[src/rtl/uart_echo_ctrl.sv]
// UART echo controller: rx edge-detect, byte FIFO and tx handshake FSM.
// Define UART_ECHO_CRLF_EN to expand each echoed CR (0x0D) into CR LF.
module uart_echo_ctrl #(
  parameter int FIFO_DEPTH      = 16,
  parameter int DROP_PARITY_ERR = 1
) (
  input  logic                          clk,
  input  logic                          rst_n,
  input  logic                          enable,
  input  logic                          clear,
  input  logic                          rx_ready,
  input  logic [7:0]                    rx_data,
  input  logic                          rx_parity_error,
  input  logic                          tx_busy,
  output logic                          tx_start,
  output logic [7:0]                    tx_data,
  output logic [$clog2(FIFO_DEPTH):0]   fifo_count,
  output logic                          overflow,
  output logic [7:0]                    drop_count
);

  localparam int AW = $clog2(FIFO_DEPTH);
  localparam int CW = AW + 1;

`ifdef UART_ECHO_CRLF_EN
  typedef enum logic [2:0] {
    S_IDLE,
    S_START,
    S_WAIT_ACK,
    S_WAIT_DONE,
    S_LF
  } state_t;
`else
  typedef enum logic [1:0] {
    S_IDLE,
    S_START,
    S_WAIT_ACK,
    S_WAIT_DONE
  } state_t;
`endif

  state_t state_q;
  state_t state_d;

  logic          rx_prev_q;
  logic          push_evt;
  logic          par_bad;
  logic          push_ok;
  logic          wr_en;
  logic          pop;
  logic          empty;
  logic          full;
  logic          ovf_evt;
  logic          drop_inc;
  logic [AW-1:0] wr_ptr_q;
  logic [AW-1:0] rd_ptr_q;
  logic [CW-1:0] count_q;
  logic [7:0]    mem [FIFO_DEPTH];
  logic          tx_start_q;
  logic [7:0]    tx_data_q;
  logic          ovf_q;
  logic [7:0]    drop_q;
`ifdef UART_ECHO_CRLF_EN
  logic          load_lf;
`endif

  assign push_evt = rx_ready & ~rx_prev_q;
  assign par_bad  = (DROP_PARITY_ERR != 0) & rx_parity_error;
  assign push_ok  = push_evt & enable & ~par_bad;
  assign empty    = (count_q == '0);
  assign full     = (count_q == CW'(FIFO_DEPTH));
  // A full FIFO still takes the byte when the head leaves this cycle
  assign wr_en    = push_ok & (~full | pop);
  assign ovf_evt  = push_ok & full & ~pop;
  assign drop_inc = ovf_evt | (push_evt & enable & par_bad);

  always_comb begin
    state_d = state_q;
    pop     = 1'b0;
`ifdef UART_ECHO_CRLF_EN
    load_lf = 1'b0;
`endif
    unique case (state_q)
      S_IDLE: begin
        if (enable && !empty && !tx_busy) begin
          pop     = 1'b1;
          state_d = S_START;
        end
      end
      S_START: state_d = S_WAIT_ACK;
      S_WAIT_ACK: begin
        if (tx_busy)
          state_d = S_WAIT_DONE;
      end
      S_WAIT_DONE: begin
        if (!tx_busy) begin
`ifdef UART_ECHO_CRLF_EN
          if (tx_data_q == 8'h0D)
            state_d = S_LF;
          else
            state_d = S_IDLE;
`else
          state_d = S_IDLE;
`endif
        end
      end
`ifdef UART_ECHO_CRLF_EN
      S_LF: begin
        load_lf = 1'b1;
        state_d = S_START;
      end
`endif
      default: state_d = S_IDLE;
    endcase
  end

  always_ff @(posedge clk or negedge rst_n) begin
    if (!rst_n) begin
      state_q    <= S_IDLE;
      rx_prev_q  <= 1'b0;
      tx_start_q <= 1'b0;
      tx_data_q  <= 8'h00;
    end else begin
      state_q    <= state_d;
      rx_prev_q  <= rx_ready;
      tx_start_q <= (state_q == S_START);
      if (pop)
        tx_data_q <= mem[rd_ptr_q];
`ifdef UART_ECHO_CRLF_EN
      else if (load_lf)
        tx_data_q <= 8'h0A;
`endif
    end
  end

  always_ff @(posedge clk) begin
    if (wr_en)
      mem[wr_ptr_q] <= rx_data;
  end

  always_ff @(posedge clk or negedge rst_n) begin
    if (!rst_n) begin
      wr_ptr_q <= '0;
      rd_ptr_q <= '0;
      count_q  <= '0;
    end else begin
      if (wr_en)
        wr_ptr_q <= wr_ptr_q + 1'b1;
      if (pop)
        rd_ptr_q <= rd_ptr_q + 1'b1;
      unique case ({wr_en, pop})
        2'b10:   count_q <= count_q + 1'b1;
        2'b01:   count_q <= count_q - 1'b1;
        default: count_q <= count_q;
      endcase
    end
  end

  // clear wins over a same-cycle overflow or drop
  always_ff @(posedge clk or negedge rst_n) begin
    if (!rst_n) begin
      ovf_q  <= 1'b0;
      drop_q <= 8'h00;
    end else if (clear) begin
      ovf_q  <= 1'b0;
      drop_q <= 8'h00;
    end else begin
      if (ovf_evt)
        ovf_q <= 1'b1;
      if (drop_inc && drop_q != 8'hFF)
        drop_q <= drop_q + 8'd1;
    end
  end

  assign tx_start   = tx_start_q;
  assign tx_data    = tx_data_q;
  assign fifo_count = count_q;
  assign overflow   = ovf_q;
  assign drop_count = drop_q;

endmodule

[config.mk]
export PLATFORM = sky130hd
export DESIGN_NAME = uart_echo_ctrl
export DESIGN_NICKNAME = d
export VERILOG_FILES = /design/src/rtl/uart_echo_ctrl.sv
export SDC_FILE = /design/constraint.sdc
export NUM_CORES = 1
export LEC_CHECK = 0
export ABC_CLOCK_PERIOD_IN_PS = 6500
export BUFFER_PORTS_ARGS = -buffer_cell sky130_fd_sc_hd__clkbuf_2
export CAP_MARGIN = 30
export CORE_MARGIN = 2
export CORE_UTILIZATION = 53
export DETAILED_ROUTE_END_ITERATION = 8
export PLACE_DENSITY = 0.79
export SLEW_MARGIN = 20
export SYNTH_ARGS = -nofsm -noshare
export SYNTH_HDL_FRONTEND = slang
export SYNTH_SLANG_ARGS = --single-unit
[constraint.sdc]
create_clock -name clk -period 6.5 [get_ports clk]
set_input_delay 0.325 -clock clk [delete_from_list [all_inputs] [get_ports clk]]
set_output_delay 0.325 -clock clk [all_outputs]
set_load 0.1 [all_outputs]
==> metrics.txt, run 1 <==
crit path time final=approximately 2.7 ns; DRT Pass-1 Iters=5; relative max-transition margin=52.3%; Hold Path Class=primary input to flip-flop; synth unique cells=51; Worst Setup End Kind=flip-flop; Post-Layout Cell Count=614; post-synthesis sequential area ratio=between 60% and 70%; Pint=roughly 2.2 mW; final setup TNS=0 ns; nets@finish=approximately 460; via count=about 3600; R2R setup slack=~3.8 ns; Mapped Area=between 0.006 and 0.007 mm²; clock skew=~0.007 ns; H-Tree Depth=4; WL final=13.0 mm; root buffer cell=clkbuf_16; total global-route track usage=20.5%; Flop pwr share=between 30% and 40%; Syn Area/Cell=17.6 µm²; synthesized instance count=about 380; Final Max Slew Viols=0; Clk pwr share=31.0%; clock sink count=around 160; Post-synth top cells=edfxtp_1 (128), dfrtp_1 (34), mux4_2 (32); Ys Warns=0; worst hold path startpoint=rx_ready; max-capacitance violation count=0; Setup violations, final=0; CTS clk-pin slew, worst paths=0.06 ns; Layout area overhead=15.1%; crit path launch type=flip-flop; pwr dens=around 440 mW/mm²; routability cong.=0.854; Buffers on Ports=37; chip height=117 µm; WHS=0.0588 ns; EDFF count, synth=128; Fmax=0.371 GHz; Starting Density=53.8%; CP Class=flip-flop to flip-flop; largest net degree at the start of global routing=36; RR Endpoint=mem[6][2]$_DFFE_PP_; WL/cell=21.2 µm; final hold violation count=0; top post-synthesis cells by area=edfxtp_1 (57%), dfrtp_1 (13%), mux4_2 (11%); initial antenna violation count=0; CTS tree=built; Top FF cell, synth=edfxtp_1; DRC errors left=0; Synth Register Bits=162; worst path required time=about 6.5 ns; n_diodes=0; Iteration-0 DRC Markers=approximately 380; CP Max Fanout=9; Async S/R FF share, synth=about a fifth; critical path arrival=approximately 2.7 ns; count leader, synth=edfxtp_1; worst hold stages=1; Post-Syn Nets=between 400 and 500; reg2reg start=rx_prev_q$_DFF_PN0_; Layout fillers=~900; Power, Total=between 3 and 4 mW; Synth area leader=edfxtp_1; LEAKAGE=about 2.7 nW; vias in the first global route=about 3600; Detail Route Antenna Nets=0; placed cell count=~580; WHS Endpoint=rx_prev_q$_DFF_PN0_; via-per-instance ratio=about 5.8; GRT Residual Overflow=0; die area=0.0136 mm²; Ports=38; first-pass GRT wire length=just under 20 mm; Logic pwr share=30.5%; area share of the largest cell type after synthesis=57.0%; total CTS buffers=17; Site Rows=slightly above 40; width of the chip=117 µm; fin crit share=a little over 40%; layout cells sized above 1=26.9%; Setup Fix Bufs, Post-CTS=0; sw frac=between 30% and 40%; clock buffer depth=2; clk_lat worst skew=around 0.42 ns; outcome=finished, final reports clean; peak supply drop=0.253 mV; RSZ-0062 raised after global routing=no; DP HPWL=about 8.5 mm; Switch Pwr=~1.2 mW; floorplan core area=about 0.013 mm²; worst slew pin tran=a little over 0.7 ns; worst-case reg-to-reg path depth=5
==> power by group through the flow <==
stage | Clock [mW] | Combinational, mW | Sequential [mW]
floorplan | 0 | 0.544 | 1.59
global placement | 0 | 0.998 | 1.34
detailed placement | 0 | 1.02 | 1.34
CTS | 1.07 | 1.02 | 1.32
global route | 1.11 | 1.11 | 1.33
finish | 1.06 | 1.04 | 1.31
==> layer usage <==
layer,track usage [%],routed length [µm],vias up
li1,-,-,1597
met1,27.3,5590,1826
met2,32.6,6370,122
met3,5.41,754,18
met4,8.71,283,0
met5,0,0,-
==> how the worst max path moves through the flow <==
stage / start / to / slack, ns
global placement: rx_parity_error / mem[5][2]$_DFFE_PP_ / 3.64
floorplan: fifo_count[1]$_DFFE_PN0P_ / fifo_count[4]$_DFFE_PN0P_ / 3.59
finish: rx_prev_q$_DFF_PN0_ / mem[6][2]$_DFFE_PP_ / 3.81
global route: rx_prev_q$_DFF_PN0_ / mem[6][2]$_DFFE_PP_ / 3.60
detailed placement: rx_parity_error / mem[6][4]$_DFFE_PP_ / 3.49
CTS: rx_prev_q$_DFF_PN0_ / mem[6][2]$_DFFE_PP_ / 3.52
==> critical path, cell delays in order, from the launching register on <==
cell and delay [ns]:
dfrtp_1 0.38, nor4bb_1 0.47, clkbuf_2 0.25, o21a_1 0.37
nand3b_1 0.24, nor2_1 0.60
==> per-stage QoR <==
step | worst slack (ns) | instance area, µm² | util [%]
floorplan | 3.59 | 6740 | -
global placement | 3.64 | 7080 | 56.6
detailed placement | 3.49 | 7080 | 56.6
CTS | 3.52 | 7710 | 61.6
global route | 3.60 | 7760 | 62.0
finish | 3.81 | 7760 | 62.0
==> area by class of cell <==
class                      instances  area [µm²]  area share, %
timing repair buffer              44         258           3.32
clock buffer                      22         444           5.72
sequential                       162        4700           60.5
inverter                          11        41.3          0.532
clock inverter                    10         184           2.37
tap                              172         215           2.77
multi-input combinational        193        1920           24.8
==> what timing repair did <==
item	in CTS	in global routing
resized for setup	0	0
hold endpoints to repair	0	10
hold buffers	0	1
==> sequential cells by signal (all words and copies together), names as in the netlist <==
signal	cells
mem	128
drop_count	8
tx_data	8
fifo_count	5
rd_ptr_q	4
wr_ptr_q	4
state_q	2
overflow	1
rx_prev_q	1
tx_start	1
==> cells by family after synthesis <==
kind of cell,share of synthesized area (%)
buffers and inverters,1.84
xor gates and xnor gates,2.21
AOI/OAI and AO/OA,3.69
adders and majority gates,2.41
DFF,69.6
and+or+nand+nor,6.79
muxes,13.4
==> cell usage in the layout, fill, tap and decap left out, types with 2 or more instances in the layout <==
cell type / netlist / final
clkbuf_16: 0 / 17
nor2_1: 15 / 15
edfxtp_1: 128 / 128
o221ai_1: 9 / 9
clkbuf_1: 6 / 5
nand4_1: 4 / 4
xor2_1: 4 / 4
dfrtp_1: 34 / 33
nand3_1: 4 / 4
nor3_1: 2 / 2
and2_2: 3 / 3
xnor2_1: 13 / 13
nand2_1: 24 / 24
buf_4: 0 / 3
inv_1: 11 / 11
mux2i_1: 16 / 16
and3b_1: 2 / 2
mux4_2: 32 / 32
ha_1: 13 / 13
clkinv_2: 0 / 2
o21ai_0: 11 / 11
clkbuf_2: 1 / 38
clkinvlp_4: 0 / 2
and2_1: 9 / 9
a21oi_1: 3 / 3
mux2_2: 2 / 2
nand3b_1: 2 / 2
bufinv_16: 0 / 5
Power figures use the tool's default switching activity.
==> run 2, diff against run 1 <==
--- a/config.mk
+++ b/config.mk
@@ -5,13 +5,13 @@
 export SDC_FILE = /design/constraint.sdc
 export NUM_CORES = 1
 export LEC_CHECK = 0
-export ABC_CLOCK_PERIOD_IN_PS = 6500
+export ABC_CLOCK_PERIOD_IN_PS = 2410
 export BUFFER_PORTS_ARGS = -buffer_cell sky130_fd_sc_hd__clkbuf_2
 export CAP_MARGIN = 30
 export CORE_MARGIN = 2
 export CORE_UTILIZATION = 53
 export DETAILED_ROUTE_END_ITERATION = 8
-export PLACE_DENSITY = 0.79
+export PLACE_DENSITY = 0.82
 export SLEW_MARGIN = 20
 export SYNTH_ARGS = -nofsm -noshare
 export SYNTH_HDL_FRONTEND = slang
==> constraint.sdc (replaced) <==
create_clock -name clk -period 2.41 [get_ports clk]
set_input_delay 0.1205 -clock clk [delete_from_list [all_inputs] [get_ports clk]]
set_output_delay 0.1205 -clock clk [all_outputs]
set_load 0.1 [all_outputs]
==> run 2 against run 1 <==
Die area unchanged; hold slack gained 0.062 ns; first-iteration DRC count decreased by 19%; clock power rose to 2.6 times the previous value; sequential power rose to 2.6 times the previous value; global-route usage decreased by 0.71 points; power increased to 2.7 times the previous value; critical endpoint is now fifo_count[4]$_DFFE_PN0P_; largest cell class unchanged; highest routed layer unchanged.
==> metrics.txt, run 2 (synthesis gave the netlist of run 1 again) <==
Post-Layout Cell Count=631 (+2.8%); peak supply drop=1.05 mV (+320%); WHS Endpoint=mem[2][4]$_DFFE_PP_; CTS tree=built; routed length on met1=5.13 mm (-8.3%); worst hold stages=1 (unchanged); placed cell count=595 (+2.9%); worst hold path startpoint=rx_data[4]; reg2reg start=fifo_count[1]$_DFFE_PN0P_; Most flops, register=mem; commonest non-fill, non-tap cells in the layout=edfxtp_1 (128), clkbuf_2 (37), mux4_2 (32); RSZ-0062 raised after global routing=yes; crit path time final=2.34 ns (-0.349 ns); CP peak stage delay=0.56 ns (-0.04 ns); metal3 WL=670 µm (-11%); commonest non-fill, non-tap cell in the layout=edfxtp_1; Iteration-0 DRC Markers=312 (-19%); Fmax=0.426 GHz (+15%); max-capacitance violation count=0 (unchanged); pwr dens=1160 mW/mm² (+160%); outcome=finished, final reports clean; final hold violation count=0 (unchanged); total global-route track usage=19.8% (-0.71 points); CP Max Fanout=4 (-5); Final Max Slew Viols=0 (unchanged); clock buffer depth=2 (unchanged); chip height=117 µm (unchanged); relative max-transition margin=51.8% (-0.53 points); H-Tree Depth=4 (unchanged); routability cong.=0.867 (+1.5%); clock skew=0.0111 ns (+0.00396 ns); LEAKAGE=2.82 nW (+3.4%); top sig layer=met4; root buffer cell=clkbuf_16; Buffers on Ports=37 (unchanged); via-per-instance ratio=5.66 (-2.5%); clock sink count=162 (unchanged); GRT Residual Overflow=0 (unchanged); Detail Route Antenna Nets=0 (unchanged); initial antenna violation count=0 (unchanged); Setup Fix Bufs, Post-CTS=0 (unchanged); n_diodes=0 (unchanged); WHS=0.121 ns (+0.0621 ns); CP Class=flip-flop to flip-flop; die area=0.0136 mm² (unchanged); Site Rows=41 (unchanged); first-pass GRT wire length=19.3 mm (-2.7%); via count=3569 (+0.17%); RR Endpoint=fifo_count[4]$_DFFE_PN0P_; WL final=12.7 mm (-2.3%); floorplan core area=0.0125 mm² (unchanged); vias in the first global route=3623 (+1.1%); worst slew pin tran=0.716 ns (+0.00297 ns); Starting Density=53.8% (unchanged); crit path buf inv count=0 (-1); fin crit share=97.3% (+56 points); worst-case reg-to-reg path depth=8 (+3); critical path arrival=2.68 ns (-0.06 ns); Ports=38 (unchanged); nets@finish=474 (+3.7%); DRC errors left=0 (unchanged); Setup violations, final=0 (unchanged); clk_lat worst skew=0.42 ns (about the same); total CTS buffers=17 (unchanged); largest net degree at the start of global routing=36 (unchanged); R2R setup slack=0.07 ns (-3.74 ns); Worst path top cell family by delay=simple AND/OR/NAND/NOR gates; worst path required time=2.75 ns (-3.79 ns); Hold Path Class=primary input to flip-flop; width of the chip=117 µm (unchanged); WL met2=6.71 mm (+5.2%); DP HPWL=8.13 mm (-4.7%); Layout area overhead=17.6%; critical path's slowest cell=or4_4; DRT Pass-1 Iters=4 (-1); layout cells sized above 1=31.4% (+4.4 points); Worst Setup End Kind=flip-flop; WL/cell=20.1 µm (-4.9%); CTS clk-pin slew, worst paths=0.07 ns (about the same); Largest register FFs=128 (unchanged); worst path cell trace=or4_4, nor2_4, or2_4, o21ai_1, ha_2, o31a_2, o32ai_2, xor2_1; crit path launch type=flip-flop
run 2: cell type report:
cell class,count,area (µm²)
clock buffers,19,433
clock inverters,13,180
fillers,881,4590
inverters,11,41.3
multi-input cells,193,1940
flip-flops and latches,162,4710
well taps,172,215
repair buffers,61,405
run 2: through the flow:
| step | setup slack (ns) | util (%) | TNS [ns] | power [mW] | area (µm²) |
|---|---|---|---|---|---|
| 2_1_floorplan | -0.0648 | - | -0.0648 | 5.80 | 6770 |
| 3_3_place_gp | 0.122 | 57.9 | 0 | 6.37 | 7250 |
| 3_5_place_dp | 0.0418 | 57.9 | 0 | 6.46 | 7250 |
| 4_1_cts | 0.0237 | 63.1 | 0 | 9.26 | 7900 |
| 5_1_grt | -0.0159 | 63.3 | -0.0159 | 9.56 | 7930 |
| 6_report | 0.0653 | 63.3 | 0 | 9.20 | 7930 |
run 2: worst reg2reg max path: stages (launching register included):
cell and delay (ns):
dfrtp_4 0.47, or4_4 0.56, nor2_4 0.12, or2_4 0.15
o21ai_1 0.07, ha_2 0.21, o31a_2 0.29, o32ai_2 0.22
xor2_1 0.17
run 2: worst max path at each step:
stage	slack, ns	end	start	cells after the start
floorplan	-0.06	fifo_count[4]$_DFFE_PN0P_	fifo_count[0]$_DFFE_PN0P_	8
global placement	0.12	fifo_count[4]$_DFFE_PN0P_	fifo_count[0]$_DFFE_PN0P_	8
detailed placement	0.04	fifo_count[4]$_DFFE_PN0P_	fifo_count[0]$_DFFE_PN0P_	8
CTS	0.02	fifo_count[4]$_DFFE_PN0P_	fifo_count[0]$_DFFE_PN0P_	8
global route	-0.02	fifo_count[4]$_DFFE_PN0P_	fifo_count[1]$_DFFE_PN0P_	8
finish	0.07	fifo_count[4]$_DFFE_PN0P_	fifo_count[1]$_DFFE_PN0P_	8
run 2: timing repair:
action                                  4_1_cts  5_1_grt
endpoints found under the setup margin        0       18
hold endpoints to repair                     44        0
hold buffers                                  3        0
gates resized for setup                       0        4
run 2: per-layer routing:
layer  up-vias  GRT usage, %
li1       1613             -
met1      1838          23.7
met2       104          34.6
met3        14          5.82
met4         0          6.90
met5         -             0
run 2: where the power goes:
group / leakage, nW / total, mW / internal, mW / switching, mW
Combinational: 0.938 / 2.95 / 1.03 / 1.91
Sequential: 1.58 / 3.46 / 3.26 / 0.199
Clock: 0.299 / 2.79 / 1.73 / 1.06
Total: 2.82 / 9.20 / 6.02 / 3.17
==> run 3, diff against run 2 <==
--- a/config.mk
+++ b/config.mk
@@ -10,8 +10,9 @@
 export CAP_MARGIN = 30
 export CORE_MARGIN = 2
 export CORE_UTILIZATION = 53
+export CTS_BUF_LIST = sky130_fd_sc_hd__clkbuf_2
 export DETAILED_ROUTE_END_ITERATION = 8
-export PLACE_DENSITY = 0.82
+export PLACE_DENSITY = 0.74
 export SLEW_MARGIN = 20
 export SYNTH_ARGS = -nofsm -noshare
 export SYNTH_HDL_FRONTEND = slang
==> run 3 against run 2 <==
Combinational power is essentially flat; worst setup slack got worse by 0.025 ns; wire length shrank 4.4%; highest routed layer unchanged; sequential power is essentially flat; critical endpoint unchanged; critical path depth unchanged; core utilization shrank 1.8 points; die area did not move; count of clock-buffer cells in the layout decreased by 1.
==> metrics.txt, run 3 (synthesis gave the netlist of run 1 again) <==
nets@finish=490 (+3.4%); Hold Path Class=primary input to flip-flop; first-pass GRT wire length=19.0 mm (-1.6%); Fmax=0.422 GHz (-1.0%); Starting Density=53.8% (unchanged); critical path's slowest cell=or4_4; Setup violations, final=0 (unchanged); reg2reg start=fifo_count[1]$_DFFE_PN0P_; LEAKAGE=2.73 nW (-3.2%); CP Class=flip-flop to flip-flop; via-per-instance ratio=5.50 (-2.7%); WL/cell=18.8 µm (-6.7%); n_diodes=0 (unchanged); total CTS buffers=17 (unchanged); CP Max Fanout=4 (unchanged); commonest non-fill, non-tap cell in the layout=edfxtp_1; Post-Layout Cell Count=647 (+2.5%); DRC errors left=0 (unchanged); Worst path top cell family by delay=simple AND/OR/NAND/NOR gates; clk_lat worst skew=0.72 ns (+0.30 ns); worst path cell trace=or4_4, nor2_4, or2_4, o21ai_0, ha_2, o31a_2, o32ai_2, xor2_1; Worst Setup End Kind=flip-flop; initial antenna violation count=0 (unchanged); root buffer cell=clkbuf_2; Largest register FFs=128 (unchanged); Most flops, register=mem; pre-CTS setup slack=0.0732 ns (+0.0313 ns); number of stages on the worst setup path=8 (unchanged); crit path launch type=flip-flop; GRT Residual Overflow=0 (unchanged); peak supply drop=0.610 mV (-42%); floorplan core area=0.0125 mm² (unchanged); Buffers on Ports=37 (unchanged); final hold violation count=0 (unchanged); CP peak stage delay=0.57 ns (about the same); max-capacitance violation count=0 (unchanged); WL final=12.2 mm (-4.4%); R2R setup slack=0.04 ns (-0.02 ns); crit path buf inv count=0 (unchanged); total global-route track usage=19.7% (-0.16 points); CP startpoint=fifo_count[1]$_DFFE_PN0P_; Iteration-0 DRC Markers=237 (-24%); pwr dens=1010 mW/mm² (-13%); fin crit share=98.3% (+1.0 points); Detail Route Antenna Nets=0 (unchanged); Final Max Slew Viols=0 (unchanged); relative max-transition margin=63.7% (+12 points); routability cong.=0.851 (-1.9%); RR Endpoint=fifo_count[4]$_DFFE_PN0P_; DP HPWL=8.06 mm (-0.85%); Ports=38 (unchanged); Setup WS post-layout=0.0407 ns (-0.0246 ns); crit path time final=2.37 ns (+0.0246 ns); die area=0.0136 mm² (unchanged); vias in the first global route=3580 (-1.2%); critical path capture point=fifo_count[4]$_DFFE_PN0P_; DRT Pass-1 Iters=4 (unchanged); CTS clk-pin slew, worst paths=0.21 ns (+0.14 ns); width of the chip=117 µm (unchanged); clock buffer depth=2 (unchanged); clock sink count=162 (unchanged); worst path required time=3.07 ns (+0.32 ns); critical path arrival=3.03 ns (+0.35 ns); Site Rows=41 (unchanged); layout cells sized above 1=32.4% (+1.0 points); largest net degree at the start of global routing=35 (-2.8%); Power, Total=7.75 mW (-16%); worst slew pin tran=0.546 ns (-0.170 ns); chip height=117 µm (unchanged); H-Tree Depth=4 (unchanged); GRT met1 Usage=24.2% (+0.48 points); commonest non-fill, non-tap cells in the layout=edfxtp_1 (128), clkbuf_2 (55), mux4_2 (32); clock skew=0.0252 ns (+0.0141 ns); worst-case reg-to-reg path depth=8 (unchanged); RSZ-0062 raised after global routing=yes; Layout area overhead=14.3%; via count=3560 (-0.25%); CTS tree=built; met2 usage=33.8% (-0.77 points); GR Util met3=4.38% (-1.4 points); outcome=finished, final reports clean; placed cell count=597 (+0.34%); busiest grt layer=met2
[run 3: cell count changes in the layout (fill, tap and decap cells not counted), sizes merged]
cell	previous run	this run
clkinv	6	8
clkinvlp	0	2
buf	21	23
clkbuf	56	55
bufinv	4	1
dlygate4sd3	3	17
[run 3: worst reg2reg max path: cells and delay by family (launching register included)]
kind	cells	cell delay (ns)
fa+ha+maj	1	0.20
compound gates	3	0.59
xor+xnor	1	0.17
simple gates	3	0.83
flops	1	0.52
[run 3: area by class of cell]
cell class	instances	area (µm²)
repair buffers	77	578
flip-flops and latches	162	4710
inverters	11	41.3
multi-input cells	193	1960
well taps	172	215
clock buffers	18	90.1
fillers	942	4810
clock inverters	14	113
[run 3: stage by stage]
| stage | util [%] | area [µm²] | setup TNS (ns) | hold slack [ns] |
|---|---|---|---|---|
| after global placement | 58.3 | 7290 | 0 | 0.272 |
| after floorplan | - | 6770 | -0.0648 | -0.175 |
| after global routing | 61.5 | 7700 | -0.0294 | 0.144 |
| final | 61.5 | 7700 | 0 | 0.211 |
| after CTS | 61.4 | 7680 | 0 | 0.122 |
| after detailed placement | 58.3 | 7290 | 0 | 0.281 |
[run 3: metal layers]
layer  vias to the layer above  share of wire (%)
met5                         -                  0
met4                         0                1.6
met3                        12                4.1
met2                        86                 52
met1                      1800                 42
li1                       1662                  -
[run 3: timing repair]
action                                  in CTS  in global routing
setup buffers                                0                  0
resized for setup                            0                 10
endpoints found under the setup margin       0                 12
hold buffers                                18                  0
hold endpoints to repair                   177                  0
[run 3: how the worst min path moves through the flow]
| stage | startpoint | endpoint | slack (ns) | cells after the start |
|---|---|---|---|---|
| after floorplan | rst_n | drop_count[0]$_DFFE_PN0P_ | -0.18 | 0 |
| after global placement | rst_n | tx_start$_DFF_PN0_ | 0.27 | 1 |
| after detailed placement | rx_ready | rx_prev_q$_DFF_PN0_ | 0.28 | 1 |
| after CTS | clear | drop_count[4]$_DFFE_PN0P_ | 0.12 | 3 |
| after global routing | clear | drop_count[3]$_DFFE_PN0P_ | 0.14 | 3 |
| final | clear | drop_count[3]$_DFFE_PN0P_ | 0.21 | 3 |
[run 3: where the power goes]
group | total (mW) | leakage [nW] | internal, mW | switching [mW]
sequential | 3.49 | 1.58 | 3.25 | 0.239
clock | 1.28 | 0.130 | 0.371 | 0.908
combinational | 2.98 | 1.02 | 1.11 | 1.87
total | 7.75 | 2.73 | 4.74 | 3.02
